<file path="config.mk">
export PLATFORM = sky130hd
export DESIGN_NAME = overlay_track_sequencer_flat
export DESIGN_NICKNAME = d
export VERILOG_FILES = /design/src/rtl/overlay_track_sequencer_pkg.sv /design/src/rtl/overlay_track_sequencer_if.sv /design/src/rtl/overlay_track_sequencer_coord_smoother.sv /design/src/rtl/overlay_track_sequencer.sv /design/src/flat_wrapper.sv
export SDC_FILE = /design/constraint.sdc
export NUM_CORES = 1
export LEC_CHECK = 0
export ABC_AREA = 1
export BUFFER_PORTS_ARGS = -buffer_cell sky130_fd_sc_hd__buf_2
export CAP_MARGIN = 20
export CORE_ASPECT_RATIO = 1.2
export CORE_UTILIZATION = 30
export CTS_CLUSTER_DIAMETER = 30
export DETAILED_ROUTE_END_ITERATION = 6
export PLACE_DENSITY_LB_ADDON = 0.05
export SLEW_MARGIN = 20
export SYNTH_ARGS = -nofsm -noshare
export SYNTH_HDL_FRONTEND = slang
export SYNTH_HIERARCHICAL = 1
export SYNTH_SLANG_ARGS = --single-unit
export TNS_END_PERCENT = 1
</file>
<file path="constraint.sdc">
create_clock -name clk -period 3.33 [get_ports clk]
set_clock_uncertainty 0.1 [all_clocks]
set_input_delay 0 -clock clk [delete_from_list [all_inputs] [get_ports clk]]
set_output_delay 0 -clock clk [all_outputs]
set_load 0.01 [all_outputs]
</file>
<file path="src/rtl/overlay_track_sequencer_pkg.sv">
// rtl/overlay_track_sequencer_pkg.sv - shared types and helpers for the overlay track sequencer
package overlay_track_sequencer_pkg;

    localparam int COORD_W = 10;

    typedef logic [COORD_W-1:0] coord_t;

    typedef enum logic [1:0] {
        NO_TARGET = 2'd0,
        ACQUIRE   = 2'd1,
        TRACKING  = 2'd2,
        COAST     = 2'd3
    } track_state_t;

    // Clamp a detector coordinate to the last active pixel of its axis.
    function automatic coord_t clamp_coord(input coord_t v, input coord_t lim);
        return (v > lim) ? lim : v;
    endfunction

endpackage

</file>
<file path="src/rtl/overlay_track_sequencer_if.sv">
// rtl/overlay_track_sequencer_if.sv - blob-detector result bus into the sequencer
interface overlay_track_sequencer_if;
    import overlay_track_sequencer_pkg::*;

    logic   det_update;
    logic   det_valid;
    coord_t det_cx;
    coord_t det_cy;
    coord_t det_min_x;
    coord_t det_min_y;
    coord_t det_max_x;
    coord_t det_max_y;

    modport master (
        output det_update, det_valid, det_cx, det_cy,
               det_min_x, det_min_y, det_max_x, det_max_y
    );

    modport slave (
        input  det_update, det_valid, det_cx, det_cy,
               det_min_x, det_min_y, det_max_x, det_max_y
    );

endinterface

</file>
<file path="src/rtl/overlay_track_sequencer_coord_smoother.sv">
// rtl/overlay_track_sequencer_coord_smoother.sv - one-axis IIR centroid smoother
module overlay_track_sequencer_coord_smoother
    import overlay_track_sequencer_pkg::*;
#(
    parameter int SMOOTH_SHIFT = 2
) (
    input  logic   clk,
    input  logic   rst_n,
    input  logic   load,
    input  logic   step,
    input  coord_t din,
    output coord_t q
);

    logic signed [COORD_W:0] diff;
    logic signed [COORD_W:0] diff_sh;
    logic signed [COORD_W:0] sum;

    // Arithmetic shift floors toward minus infinity; the result always lies between old and new value.
    always_comb begin
        diff    = $signed({1'b0, din}) - $signed({1'b0, q});
        diff_sh = diff >>> SMOOTH_SHIFT;
        sum     = $signed({1'b0, q}) + diff_sh;
    end

    // Direct load on fresh acquisition, filtered step while already tracking.
    always_ff @(posedge clk) begin
        if (!rst_n) begin
            q <= '0;
        end else if (load) begin
            q <= din;
        end else if (step) begin
            q <= sum[COORD_W-1:0];
        end
    end

endmodule

</file>
<file path="src/rtl/overlay_track_sequencer.sv">
// rtl/overlay_track_sequencer.sv - frame-synchronous target tracking controller feeding overlay_manager
module overlay_track_sequencer
    import overlay_track_sequencer_pkg::*;
#(
    parameter int FRAME_WIDTH    = 640,
    parameter int FRAME_HEIGHT   = 480,
    parameter int ACQUIRE_FRAMES = 3,
    parameter int COAST_FRAMES   = 15,
    parameter int SMOOTH_SHIFT   = 2,
    parameter int BLINK_FRAMES   = 4
) (
    input  logic                       clk,
    input  logic                       rst_n,
    input  logic                       frame_end,
    overlay_track_sequencer_if.slave   det,
    input  logic                       sw_overlay_en,
    input  logic                       sw_bbox_en,
    output coord_t                     centroid_x,
    output coord_t                     centroid_y,
    output coord_t                     bbox_min_x,
    output coord_t                     bbox_min_y,
    output coord_t                     bbox_max_x,
    output coord_t                     bbox_max_y,
    output logic                       centroid_valid,
    output logic                       overlay_en,
    output logic                       bbox_en,
    output track_state_t               track_state
);

    typedef logic [7:0] cnt_t;

    localparam coord_t X_MAX     = coord_t'(FRAME_WIDTH - 1);
    localparam coord_t Y_MAX     = coord_t'(FRAME_HEIGHT - 1);
    localparam cnt_t   ACQ_LIM   = cnt_t'(ACQUIRE_FRAMES);
    localparam cnt_t   COAST_LIM = cnt_t'(COAST_FRAMES);
    localparam cnt_t   BLINK_LIM = cnt_t'(BLINK_FRAMES);

    logic   pending;
    logic   sh_valid;
    coord_t sh_cx, sh_cy, sh_min_x, sh_min_y, sh_max_x, sh_max_y;

    track_state_t state, state_nxt;
    cnt_t         acq_cnt, acq_nxt;
    cnt_t         miss_cnt, miss_nxt;
    cnt_t         blink_cnt, blink_cnt_nxt;
    logic         blink_on, blink_on_nxt;
    logic         hit;
    logic         load_c, step_c, load_bbox;

    // Shadow of the latest detector result; a capture in the frame_end cycle counts for the next frame.
    always_ff @(posedge clk) begin
        if (!rst_n) begin
            pending  <= 1'b0;
            sh_valid <= 1'b0;
            sh_cx    <= '0;
            sh_cy    <= '0;
            sh_min_x <= '0;
            sh_min_y <= '0;
            sh_max_x <= '0;
            sh_max_y <= '0;
        end else if (det.det_update) begin
            pending  <= 1'b1;
            sh_valid <= det.det_valid;
            sh_cx    <= clamp_coord(det.det_cx, X_MAX);
            sh_cy    <= clamp_coord(det.det_cy, Y_MAX);
            sh_min_x <= clamp_coord(det.det_min_x, X_MAX);
            sh_min_y <= clamp_coord(det.det_min_y, Y_MAX);
            sh_max_x <= clamp_coord(det.det_max_x, X_MAX);
            sh_max_y <= clamp_coord(det.det_max_y, Y_MAX);
        end else if (frame_end) begin
            pending  <= 1'b0;
        end
    end

    assign hit = pending & sh_valid;

    // FSM state and per-frame counters.
    always_ff @(posedge clk) begin
        if (!rst_n) begin
            state     <= NO_TARGET;
            acq_cnt   <= '0;
            miss_cnt  <= '0;
            blink_cnt <= '0;
            blink_on  <= 1'b0;
        end else begin
            state     <= state_nxt;
            acq_cnt   <= acq_nxt;
            miss_cnt  <= miss_nxt;
            blink_cnt <= blink_cnt_nxt;
            blink_on  <= blink_on_nxt;
        end
    end

    // Next-state logic, evaluated only at frame_end so the track decision is once per frame.
    always_comb begin
        state_nxt     = state;
        acq_nxt       = acq_cnt;
        miss_nxt      = miss_cnt;
        blink_cnt_nxt = blink_cnt;
        blink_on_nxt  = blink_on;
        load_c        = 1'b0;
        step_c        = 1'b0;
        load_bbox     = 1'b0;
        if (frame_end) begin
            unique case (state)
                NO_TARGET: begin
                    if (hit) begin
                        if (ACQ_LIM <= cnt_t'(1)) begin
                            state_nxt = TRACKING;
                            acq_nxt   = '0;
                            load_c    = 1'b1;
                            load_bbox = 1'b1;
                        end else begin
                            state_nxt = ACQUIRE;
                            acq_nxt   = cnt_t'(1);
                        end
                    end
                end
                ACQUIRE: begin
                    if (!hit) begin
                        state_nxt = NO_TARGET;
                        acq_nxt   = '0;
                    end else if (acq_cnt + cnt_t'(1) >= ACQ_LIM) begin
                        state_nxt = TRACKING;
                        acq_nxt   = '0;
                        load_c    = 1'b1;
                        load_bbox = 1'b1;
                    end else begin
                        acq_nxt   = acq_cnt + cnt_t'(1);
                    end
                end
                TRACKING: begin
                    if (hit) begin
                        step_c        = 1'b1;
                        load_bbox     = 1'b1;
                    end else begin
                        state_nxt     = COAST;
                        miss_nxt      = cnt_t'(1);
                        blink_on_nxt  = 1'b1;
                        blink_cnt_nxt = '0;
                    end
                end
                COAST: begin
                    if (hit) begin
                        state_nxt     = TRACKING;
                        miss_nxt      = '0;
                        blink_cnt_nxt = '0;
                        step_c        = 1'b1;
                        load_bbox     = 1'b1;
                    end else if (miss_cnt >= COAST_LIM) begin
                        state_nxt     = NO_TARGET;
                        miss_nxt      = '0;
                        blink_cnt_nxt = '0;
                        blink_on_nxt  = 1'b0;
                    end else begin
                        miss_nxt = miss_cnt + cnt_t'(1);
                        if (blink_cnt + cnt_t'(1) >= BLINK_LIM) begin
                            blink_cnt_nxt = '0;
                            blink_on_nxt  = ~blink_on;
                        end else begin
                            blink_cnt_nxt = blink_cnt + cnt_t'(1);
                        end
                    end
                end
                default: state_nxt = NO_TARGET;
            endcase
        end
    end

    // Committed overlay controls and bounding box, refreshed only at frame_end.
    always_ff @(posedge clk) begin
        if (!rst_n) begin
            centroid_valid <= 1'b0;
            overlay_en     <= 1'b0;
            bbox_en        <= 1'b0;
            bbox_min_x     <= '0;
            bbox_min_y     <= '0;
            bbox_max_x     <= '0;
            bbox_max_y     <= '0;
        end else if (frame_end) begin
            centroid_valid <= (state_nxt == TRACKING) || (state_nxt == COAST);
            overlay_en     <= sw_overlay_en &&
                              ((state_nxt == TRACKING) || ((state_nxt == COAST) && blink_on_nxt));
            bbox_en        <= sw_bbox_en && (state_nxt == TRACKING);
            if (load_bbox) begin
                bbox_min_x <= sh_min_x;
                bbox_min_y <= sh_min_y;
                bbox_max_x <= sh_max_x;
                bbox_max_y <= sh_max_y;
            end
        end
    end

    assign track_state = state;

    overlay_track_sequencer_coord_smoother #(.SMOOTH_SHIFT(SMOOTH_SHIFT)) u_smooth_x (
        .clk   (clk),
        .rst_n (rst_n),
        .load  (load_c),
        .step  (step_c),
        .din   (sh_cx),
        .q     (centroid_x)
    );

    overlay_track_sequencer_coord_smoother #(.SMOOTH_SHIFT(SMOOTH_SHIFT)) u_smooth_y (
        .clk   (clk),
        .rst_n (rst_n),
        .load  (load_c),
        .step  (step_c),
        .din   (sh_cy),
        .q     (centroid_y)
    );

endmodule
</file>
<file path="src/flat_wrapper.sv">
// flat-port wrapper written by rule: the top's interface ports become plain ports
module overlay_track_sequencer_flat import overlay_track_sequencer_pkg::*;
#(
    parameter int FRAME_WIDTH    = 640,
    parameter int FRAME_HEIGHT   = 480,
    parameter int ACQUIRE_FRAMES = 3,
    parameter int COAST_FRAMES   = 15,
    parameter int SMOOTH_SHIFT   = 2,
    parameter int BLINK_FRAMES   = 4
)
  (clk, rst_n, frame_end, sw_overlay_en, sw_bbox_en, centroid_x, centroid_y, bbox_min_x, bbox_min_y, bbox_max_x, bbox_max_y, centroid_valid, overlay_en, bbox_en, track_state, det_det_update, det_det_valid, det_det_cx, det_det_cy, det_det_min_x, det_det_min_y, det_det_max_x, det_det_max_y);
  overlay_track_sequencer_if det_i ();
  input  logic clk;
  input  logic rst_n;
  input  logic frame_end;
  input  logic sw_overlay_en;
  input  logic sw_bbox_en;
  output coord_t centroid_x;
  output coord_t centroid_y;
  output coord_t bbox_min_x;
  output coord_t bbox_min_y;
  output coord_t bbox_max_x;
  output coord_t bbox_max_y;
  output logic centroid_valid;
  output logic overlay_en;
  output logic bbox_en;
  output track_state_t track_state;
  input wire logic [$bits(det_i.det_update)-1:0] det_det_update;
  input wire logic [$bits(det_i.det_valid)-1:0] det_det_valid;
  input wire logic [$bits(det_i.det_cx)-1:0] det_det_cx;
  input wire logic [$bits(det_i.det_cy)-1:0] det_det_cy;
  input wire logic [$bits(det_i.det_min_x)-1:0] det_det_min_x;
  input wire logic [$bits(det_i.det_min_y)-1:0] det_det_min_y;
  input wire logic [$bits(det_i.det_max_x)-1:0] det_det_max_x;
  input wire logic [$bits(det_i.det_max_y)-1:0] det_det_max_y;
  assign det_i.det_update = det_det_update;
  assign det_i.det_valid = det_det_valid;
  assign det_i.det_cx = det_det_cx;
  assign det_i.det_cy = det_det_cy;
  assign det_i.det_min_x = det_det_min_x;
  assign det_i.det_min_y = det_det_min_y;
  assign det_i.det_max_x = det_det_max_x;
  assign det_i.det_max_y = det_det_max_y;
  overlay_track_sequencer #(.FRAME_WIDTH(FRAME_WIDTH), .FRAME_HEIGHT(FRAME_HEIGHT), .ACQUIRE_FRAMES(ACQUIRE_FRAMES), .COAST_FRAMES(COAST_FRAMES), .SMOOTH_SHIFT(SMOOTH_SHIFT), .BLINK_FRAMES(BLINK_FRAMES)) u_core (.clk(clk), .rst_n(rst_n), .frame_end(frame_end), .det(det_i), .sw_overlay_en(sw_overlay_en), .sw_bbox_en(sw_bbox_en), .centroid_x(centroid_x), .centroid_y(centroid_y), .bbox_min_x(bbox_min_x), .bbox_min_y(bbox_min_y), .bbox_max_x(bbox_max_x), .bbox_max_y(bbox_max_y), .centroid_valid(centroid_valid), .overlay_en(overlay_en), .bbox_en(bbox_en), .track_state(track_state));
endmodule
</file>
======== Word-level counts from Yosys, hierarchy flattened ========
Cells that the tools add are included.
storage, ports and cells
  flip-flop bits (word level) ............. 152
  output and inout bits ................... 65
  word-level logic and storage cells ...... 109
  bits of input ports ..................... 67
operators by class
  eq/ne operators ......................... 7
  reduce and logical (&&, ||, !) cells .... 14
  muxes and demuxes ....................... 48
  bitwise logic cells ..................... 2
  magnitude comparators ................... 9
  add/sub/neg operators ................... 7
operators by type and width
  kind                                                                              count
  10-bit 2-to-1 mux                                                                 10
  8-bit 2-to-1 mux                                                                  10
  8-bit case mux with 2 select lines                                                3
  10-bit greater-than comparator, second input constant                             3
  10-bit by 9-bit greater-than comparator with 1-bit output, second input constant  3
  8-bit by 1-bit adder with 8-bit output, second input constant                     3
  10-bit by 10-bit subtractor with 11-bit output                                    2
  10-bit by 9-bit adder with 10-bit output                                          2
  1-bit 2-to-1 mux                                                                  15
  2-bit 2-to-1 mux                                                                  7
  2-bit == test, second input constant                                              4
  8-bit by 2-bit >= comparator with 1-bit output, second input constant             1
  8-bit by 3-bit >= comparator with 1-bit output, second input constant             1
  8-bit by 4-bit >= comparator with 1-bit output, second input constant             1
  2-bit case mux with 4 select lines                                                1
  2-bit nonzero test                                                                4
  3-bit AND reduction                                                               2
  1-bit case mux with 2 select lines                                                2
  1-bit logical AND                                                                 3
  2-bit by 1-bit == test with 1-bit output, second input constant                   1
  2-bit logical NOT                                                                 1
  1-bit logical OR                                                                  2
  2-bit by 1-bit inequality test with 1-bit output, second input constant           1
  2-bit inequality test, second input constant                                      1
  other kinds (4)                                                                   4

======== Depth between registers and ports, before layout ========
Gate-level depths: netlist (run 1).
  depth in word-level cells ............... 10
  depth in mapped cells ................... 24
  gate-level depth less buffers ........... 24

======== Cells and area by module ========
Netlist (run 1), hierarchy kept.
modules (own cells, without submodules)
  module                                  cells each  instances  area an instance (µm²)  sequential area each (µm²)
  overlay_track_sequencer                 676         1          5133.7                  2642.5
  overlay_track_sequencer_coord_smoother  207         2          1351.3                  200.2

======== Worst setup path before layout (run 1) ========
Ideal clock, no wire load.
  path type ............................... register to register
  from .................................... reg u_core.u_smooth_y.q[1]
  to ...................................... reg u_core.u_smooth_y.q[5]
  path buffers ............................ 0
  path slack .............................. 0.633 ns
  stages on the path, launching flop included .. 20
  arrival ................................. 2.473 ns
  library setup time ...................... 0.124 ns
  clock period less this slack ............ 2.697 ns
  data required time ...................... 3.106 ns
  cell sequence ........................... dfxtp_1 inv_1 ha_1 nand2_1 nand2_2 nand2_2 nand2_2 a21oi_2 inv_2 a21oi_2 xnor2_1 ha_1 nand2_1 inv_1 nand2_1 nand2_1 o21bai_2 or2_1 nand3_1 a21oi_1
between the ends
  longest elaborated chain between the ends .. 4
ends and longest elaborated chain
  element                                         RTL line                                      text
  start, declared                                 overlay_track_sequencer_coord_smoother.sv:12  output coord_t q
  start signal, assigned                          overlay_track_sequencer_coord_smoother.sv:31  q <= din;
  start signal, assigned                          overlay_track_sequencer_coord_smoother.sv:33  q <= sum[COORD_W-1:0];
  10-bit by 10-bit subtractor with 11-bit output  overlay_track_sequencer_coord_smoother.sv:21  diff = $signed({1'b0, din}) - $signed({1'b0, q});
  10-bit by 9-bit adder with 10-bit output (*)    overlay_track_sequencer_coord_smoother.sv:23  sum = $signed({1'b0, q}) + diff_sh;
  10-bit 2-to-1 mux (*)                           overlay_track_sequencer_coord_smoother.sv:32  end else if (step) begin
  10-bit 2-to-1 mux (*)                           overlay_track_sequencer_coord_smoother.sv:30  end else if (load) begin
Every way passes the cells marked *; elsewhere a longest branch is shown, timed or not. The select of a mux whose other input is x is not followed.
A chain may end at the register's enable or synchronous reset.

======== Worst setup path in the final report (run 1) ========
  from .................................... reg u_core.u_smooth_y.q[1]
  to ...................................... reg u_core.u_smooth_y.q[9]
The elaborated chain is that of the path after synthesis.

==> impl_metrics.env, run 1 <==
export IMPL_drv_cap=0
export IMPL_place_hpwl_mm=16.42
export IMPL_ys_seq_area_share_pct=38.83
export IMPL_worst_pin_slew_ns=0.9218
export IMPL_routabilityCongestion=0.8339
export IMPL_layout_area_overhead_vs_synth_pct=33.64
export IMPL_globalRoute_busiestLayer="met2"
export IMPL_cts_resized=0
export IMPL_portion_of_the_clock_cycle_consumed_by_the_worst_path_in_the_final_layout_pct=87.03
export IMPL_drt_drc_violations_left=0
export IMPL_floorplan_die_height_um=179.0
export IMPL_clock_tree_root_cell="sky130_fd_sc_hd__clkbuf_16"
export IMPL_globalRoute_totalOverflow=0
export IMPL_grt_antenna_before_repair=0
export IMPL_worstSetupPathType="register to register"
export IMPL_worst_endpoint_arrival_ns=3.10
export IMPL_final_tns_setup_ns=0
export IMPL_core_area_sq_um=25540
export IMPL_track_usage_pct=18.21
export IMPL_global_route_wire_length_before_repair_mm=37.90
export IMPL_htree_levels=4
export IMPL_gr_usage_met2_pct=32.12
export IMPL_detail_route_antenna_nets=0
export IMPL_chip_width_um=149.5
export IMPL_final_routed_wirelength_across_all_metal_layers_mm=23.45
export IMPL_rows=64
export IMPL_async_flop_share_pct=0
export IMPL_grt_met1_usage_pct=22.26
export IMPL_clk_transition_reported_paths_ns=0.07
export IMPL_synth_yosys_warnings=6
export IMPL_netlist_area_sq_um=7836
export IMPL_setup_violations=0
export IMPL_die_area_sq_um=26770
export IMPL_slew_headroom_pct=38.14
export IMPL_cp_max_fo=5
export IMPL_cts_tree="yes"
export IMPL_avgRoutedWirePerCell_um=14.14
export IMPL_layout_min_cycle_time_ns=2.898
export IMPL_ys_dominant_reg_cell="sky130_fd_sc_hd__dfxtp_1"
export IMPL_synth_area_per_cell_sq_um=7.189
export IMPL_antenna_cells=0
export IMPL_setup_worst_path_start_class="register"
export IMPL_critPathRequiredTime_ns=3.53
export IMPL_final_cell_count_no_fill=1658
export IMPL_ys_seq_elements=152
export IMPL_most_common_library_cell_in_the_layout_ignoring_fill_and_taps="sky130_fd_sc_hd__nand2_1"
export IMPL_final_max_slew_violation_count=0
export IMPL_via_per_inst=4.595
export IMPL_synth_edff_count=0
export IMPL_synth_top_cells_by_area="sky130_fd_sc_hd__dfxtp_1, sky130_fd_sc_hd__nand2_1, sky130_fd_sc_hd__nor2_1"
export IMPL_grt_pass1_vias=7482
export IMPL_layout_common_cells="sky130_fd_sc_hd__nand2_1, sky130_fd_sc_hd__nor2_1, sky130_fd_sc_hd__dfxtp_1, sky130_fd_sc_hd__buf_2, sky130_fd_sc_hd__inv_1"
export IMPL_floorplan_initialDensity_pct=30.68
export IMPL_cts_path_max_buffers=2
export IMPL_irDropWorstVdd_mv=0.3358
export IMPL_proportion_of_netlist_area_held_by_the_largest_area_contributor_pct=38.83
export IMPL_min_delay_path_class="input port to register"
export IMPL_drive_above_1_share_pct=18.90
export IMPL_run_status="completed"
export IMPL_clock_sinks=152
export IMPL_groute_layer_met3_usage_pct=2.875
export IMPL_cellPowerDensity_nw_per_um2=436.4
export IMPL_post_synth_num_cell_types=43
export IMPL_drt_first_iter_violations=306
export IMPL_io_pin_count=132
export IMPL_finalNetCount=1426
export IMPL_place_port_buffers=131
export IMPL_syn_instance_count=1090
export IMPL_maximum_number_of_pins_on_one_net_before_global_route_repair=66
export IMPL_worst_skew_pair_late_latency_ns=0.43
export IMPL_synthesis_nets=1201
export IMPL_routed_via_count=7619
export IMPL_cts_made_buffers=17
export IMPL_rsz_0062_raised_after_global_routing="false"
export IMPL_report_final_hold_viol_count=0
export IMPL_leakagePower_nw=4.866
export IMPL_drt_first_pass_iters=5
export IMPL_holdBufCountCts=101
export IMPL_placed_cells=1525
export IMPL_cts_setup_buffers=0
export IMPL_cp_end_kind="register"
export IMPL_synth_largest_area_cell="sky130_fd_sc_hd__dfxtp_1"
export IMPL_clock_fmax_mhz=345.1
[per-stage QoR]
| step | util, % | power [mW] | cell area, sq um | worst slack [ns] | hold WS, ns |
|---|---|---|---|---|---|
| after global placement | 34.57 | 2.511 | 8831 | 0.4218 | 0.1400 |
| final | 41.00 | 4.570 | 10470 | 0.4319 | 0.02133 |
| after detailed placement | 34.57 | 2.510 | 8831 | 0.4258 | 0.1443 |
| after floorplan | - | 2.347 | 7836 | 0.6327 | -0.002369 |
| after global routing | 41.00 | 4.805 | 10470 | 0.07271 | 0.03186 |
| after CTS | 41.00 | 4.659 | 10470 | 0.4076 | 0.006614 |
[layout make-up]
cell class	instances	area [sq um]
fill	2765	15070
multi-input combinational	762	4093
sequential	152	3043
timing repair buffer	245	1779
inverter	137	514.2
clock buffer	17	425.4
tap	330	412.9
clock inverter	15	205.2
[cells in the mapped netlist, drive strengths merged, types with 2 or more instances]
cell type	number
nand2	218
nor2	172
dfxtp	152
inv	137
o21ai	86
a21oi	79
nand3	56
ha	42
nor3	24
clkbuf	21
o211ai	19
buf	18
a22oi	12
xnor2	10
a31oi	8
nand4	7
o21bai	4
xor2	4
nand3b	3
o31ai	3
a21o	2
a31o	2
a41oi	2
fa	2
o21a	2
or2	2
[registers in the layout (all words and copies together), names as in the netlist, 2 cells and up]
register	count
u_core/blink_cnt	8
u_core/sh_cy	10
u_core/bbox_min_y	10
u_core/sh_min_x	10
u_core/acq_cnt	8
u_core/miss_cnt	8
u_core/bbox_min_x	10
u_core/sh_max_y	10
u_core/u_smooth_x/q	10
u_core/track_state	2
u_core/bbox_max_x	10
u_core/bbox_max_y	10
u_core/sh_cx	10
u_core/u_smooth_y/q	10
u_core/sh_max_x	10
u_core/sh_min_y	10
[power breakdown]
part           internal (mW)  leakage (nW)  total [mW]  switching (mW)
clock                   1.09         0.305        2.02           0.925
sequential              1.87          1.24        1.91          0.0367
combinational          0.286          3.32       0.647           0.361
total                   3.25          4.87        4.57            1.32
[logic make-up (layout without fill, tap and decap cells)]
group,after synthesis,after routing,share of synthesized area [%]
flops,152,152,38.83
fa+ha+maj,44,44,7.217
compound gates,221,221,16.33
buf+inv,176,414,8.942
simple gates,483,483,27.11
xor+xnor,14,14,1.565
[metal layers]
| layer | part of all wire (%) | up-vias |
|---|---|---|
| met3 | 3.4 | 24 |
| met5 | 0 | - |
| met1 | 46 | 3454 |
| met2 | 49 | 131 |
| met4 | 1.8 | 0 |
| li1 | - | 4010 |
[worst max-delay path: stages, from the launching register on]
cell and delay [ns]:
sky130_fd_sc_hd__dfxtp_1 0.43, sky130_fd_sc_hd__inv_1 0.07, sky130_fd_sc_hd__ha_1 0.26, sky130_fd_sc_hd__nand2_1 0.08, sky130_fd_sc_hd__nand2_2 0.10, sky130_fd_sc_hd__nand2_2 0.08, sky130_fd_sc_hd__nand2_2 0.07, sky130_fd_sc_hd__nand2_2 0.07
sky130_fd_sc_hd__nand2_2 0.05, sky130_fd_sc_hd__nand2_1 0.06, sky130_fd_sc_hd__nand2_2 0.06, sky130_fd_sc_hd__nand2_1 0.07, sky130_fd_sc_hd__nand2_1 0.05, sky130_fd_sc_hd__nand2_1 0.05, sky130_fd_sc_hd__nand2_1 0.07, sky130_fd_sc_hd__ha_1 0.31
sky130_fd_sc_hd__nand2_1 0.09, sky130_fd_sc_hd__nor2_2 0.10, sky130_fd_sc_hd__inv_1 0.04, sky130_fd_sc_hd__nor3_1 0.22, sky130_fd_sc_hd__nor2_1 0.11, sky130_fd_sc_hd__inv_1 0.06, sky130_fd_sc_hd__nand2_1 0.06, sky130_fd_sc_hd__nand3_2 0.06
sky130_fd_sc_hd__a21oi_2 0.05
[final timing paths]
path | from | to | slack, ns | depth (start not counted)
setup / recovery | u_core/u_smooth_y/q[1]$_SDFFE_PN0P_ | u_core/u_smooth_y/q[9]$_SDFFE_PN0P_ | 0.43 | 24
setup reg to reg | u_core/u_smooth_y/q[1]$_SDFFE_PN0P_ | u_core/u_smooth_y/q[9]$_SDFFE_PN0P_ | 0.43 | 24
hold / removal | det_det_update | u_core/sh_min_x[6]$_SDFFE_PN0P_ | 0.02 | 4
hold reg to reg | u_core/sh_min_y[9]$_SDFFE_PN0P_ | u_core/sh_min_y[9]$_SDFFE_PN0P_ | 0.33 | 2
Note: power is estimated with default switching activity, not from simulation.
==> run 2: changes to the inputs <==
Settings changed: GPL_TIMING_DRIVEN from default to 0.
==> run 2 against run 1 <==
Net effect:
- setup slack worse by 0.087 ns
- final area is 0.98% lower
- clock power is 3% lower
- maximum frequency is 2.9% lower
- non-clock buffer count is 10 higher
- highest routed layer unchanged
- worst hold slack better by 0.045 ns
- combinational power is 0.8% higher
- die area stayed put
- first-iteration DRC count is 8.5% higher
- final cell count is 0.60% higher
- core utilization is 0.40 points lower
- global-route usage is 0.89 points higher
==> impl_metrics.env, run 2 (synthesis gave the netlist of run 1 again) <==
export IMPL_grt_pass1_vias=7508
export IMPL_drt_first_pass_iters=4
export IMPL_core_area_sq_um=25540
export IMPL_avgRoutedWirePerCell_um=14.67
export IMPL_clock_tree_root_cell="sky130_fd_sc_hd__clkbuf_16"
export IMPL_globalRoute_totalOverflow=0
export IMPL_cell_breakdown_of_the_critical_path="inv_1, ha_1, nand2_1, nand2_2, nand2_2, nand2_2, nand2_2, nand2_2, nand2_1, nand2_2, nand2_1, nand2_1, nand2_1, nand2_1, ha_1, nand2_1, inv_1, a21oi_1, nand2_1, nor2_1, inv_1, nand2_1, nand3_2, a21oi_2"
export IMPL_drive_above_1_share_pct=18.54
export IMPL_final_cell_area_sq_um=10370
export IMPL_min_delay_path_class="input port to register"
export IMPL_drt_drc_violations_left=0
export IMPL_worst_pin_slew_ns=0.8107
export IMPL_clk_transition_reported_paths_ns=0.07
export IMPL_irDropWorstVdd_mv=0.2537
export IMPL_clock_fmax_mhz=335.0
export IMPL_finalNetCount=1436
export IMPL_maximum_number_of_pins_on_one_net_before_global_route_repair=19
export IMPL_floorplan_die_height_um=179.0
export IMPL_final_seq_area_sq_um=3044
export IMPL_drt_first_iter_violations=332
export IMPL_final_max_slew_violation_count=0
export IMPL_cts_tree="yes"
export IMPL_max_stage_delay_ns=0.45
export IMPL_place_port_buffers=130
export IMPL_run_status="completed"
export IMPL_critical_path_top_cell_by_count="sky130_fd_sc_hd__nand2_1"
export IMPL_layout_area_overhead_vs_synth_pct=32.33
export IMPL_worstSetupPathType="register to register"
export IMPL_cp_end_kind="register"
export IMPL_via_per_inst=4.613
export IMPL_cts_path_max_buffers=2
export IMPL_fillCellCount=2773
export IMPL_routed_via_count=7694
export IMPL_chip_width_um=149.5
export IMPL_critPathRequiredTime_ns=3.59
export IMPL_cp_max_fo=5
export IMPL_htree_levels=4
export IMPL_track_usage_pct=19.11
export IMPL_setup_violations=0
export IMPL_report_power_total_mw=4.522
export IMPL_final_cell_count_no_fill=1668
export IMPL_crit_reg2reg_launch="u_core/u_smooth_x/q[1]$_SDFFE_PN0P_"
export IMPL_most_common_library_cell_in_the_layout_ignoring_fill_and_taps="sky130_fd_sc_hd__nand2_1"
export IMPL_multi_input_comb_area_sq_um=4093
export IMPL_layout_common_cells="sky130_fd_sc_hd__nand2_1, sky130_fd_sc_hd__nor2_1, sky130_fd_sc_hd__dfxtp_1, sky130_fd_sc_hd__buf_2, sky130_fd_sc_hd__inv_1"
export IMPL_leakagePower_nw=4.808
export IMPL_place_hpwl_mm=18.37
export IMPL_grt_antenna_before_repair=0
export IMPL_report_final_hold_viol_count=0
export IMPL_rsz_0062_raised_after_global_routing="false"
export IMPL_cellPowerDensity_nw_per_um2=436.1
export IMPL_critical_path_slowest_cell="sky130_fd_sc_hd__dfxtp_1"
export IMPL_portion_of_the_clock_cycle_consumed_by_the_worst_path_in_the_final_layout_pct=89.65
export IMPL_placed_cell_area_sq_um=8900
export IMPL_layout_min_cycle_time_ns=2.985
export IMPL_floorplan_initialDensity_pct=30.68
export IMPL_clock_sinks=152
export IMPL_cts_setup_buffers=0
export IMPL_crit_start="u_core/u_smooth_x/q[1]$_SDFFE_PN0P_"
export IMPL_slew_headroom_pct=45.75
export IMPL_cts_made_buffers=17
export IMPL_final_tns_setup_ns=0
export IMPL_routabilityCongestion=0.7795
export IMPL_die_area_sq_um=26770
export IMPL_hold_path_origin="det_det_min_y[8]"
export IMPL_drv_cap=0
export IMPL_worst_skew_pair_late_latency_ns=0.43
export IMPL_detail_route_antenna_nets=0
export IMPL_antenna_cells=0
export IMPL_fin_worst_hold_slack_ns=0.06621
export IMPL_io_pin_count=132
export IMPL_final_routed_wirelength_across_all_metal_layers_mm=24.48
export IMPL_global_route_wire_length_before_repair_mm=39.36
export IMPL_setup_worst_path_start_class="register"
export IMPL_placed_cells=1550
export IMPL_worst_endpoint_arrival_ns=3.24
export IMPL_rows=64
run 2: area by class of cell:
class	count	area share, %
multi-input cells	762	39.47
flip-flops and latches	152	29.36
repair buffers	216	14.58
inverters	137	4.959
clock buffers	17	4.102
well taps	330	3.982
plain buffers	39	1.798
clock inverters	15	1.762
run 2: final timing paths:
path / endpoint / slack [ns] / depth (start not counted)
hold / removal: u_core/sh_min_y[6]$_SDFFE_PN0P_ / 0.07 / 5
setup reg to reg: u_core/u_smooth_x/q[9]$_SDFFE_PN0P_ / 0.34 / 24
hold reg to reg: u_core/sh_min_y[9]$_SDFFE_PN0P_ / 0.33 / 2
setup / recovery: u_core/u_smooth_x/q[9]$_SDFFE_PN0P_ / 0.34 / 24
run 2: through the flow:
step	utilization, %	setup WS (ns)
2_1_floorplan	-	0.6327
3_3_place_gp	34.84	0.3075
3_5_place_dp	34.84	0.2921
4_1_cts	40.59	0.2491
5_1_grt	40.60	0.04154
6_report	40.60	0.3447
run 2: power breakdown:
| part | switching [mW] | internal, mW |
|---|---|---|
| registers | 0.0369 | 1.87 |
| logic | 0.374 | 0.278 |
| clock network | 0.947 | 1.02 |
| total | 1.36 | 3.16 |
run 2: critical path, delay by kind of cell (launching register included):
kind	cells	cell delay, ns
buf+inv	3	0.17
fa+ha+maj	2	0.59
simple gates	17	1.36
flops	1	0.45
compound gates	2	0.25
run 2: what timing repair did:
item,in CTS,in global routing
hold buffers,86,0
endpoints found under the setup margin,0,1
endpoints found under the hold margin,68,0
gates resized for setup,0,1
run 2: per-layer routing:
layer	up-vias	share of wire [%]	global-route usage, %
li1	4036	-	-
met1	3551	47	24.18
met2	98	49	33.39
met3	9	2.8	3.461
met4	0	0.94	4.209
met5	-	0	0
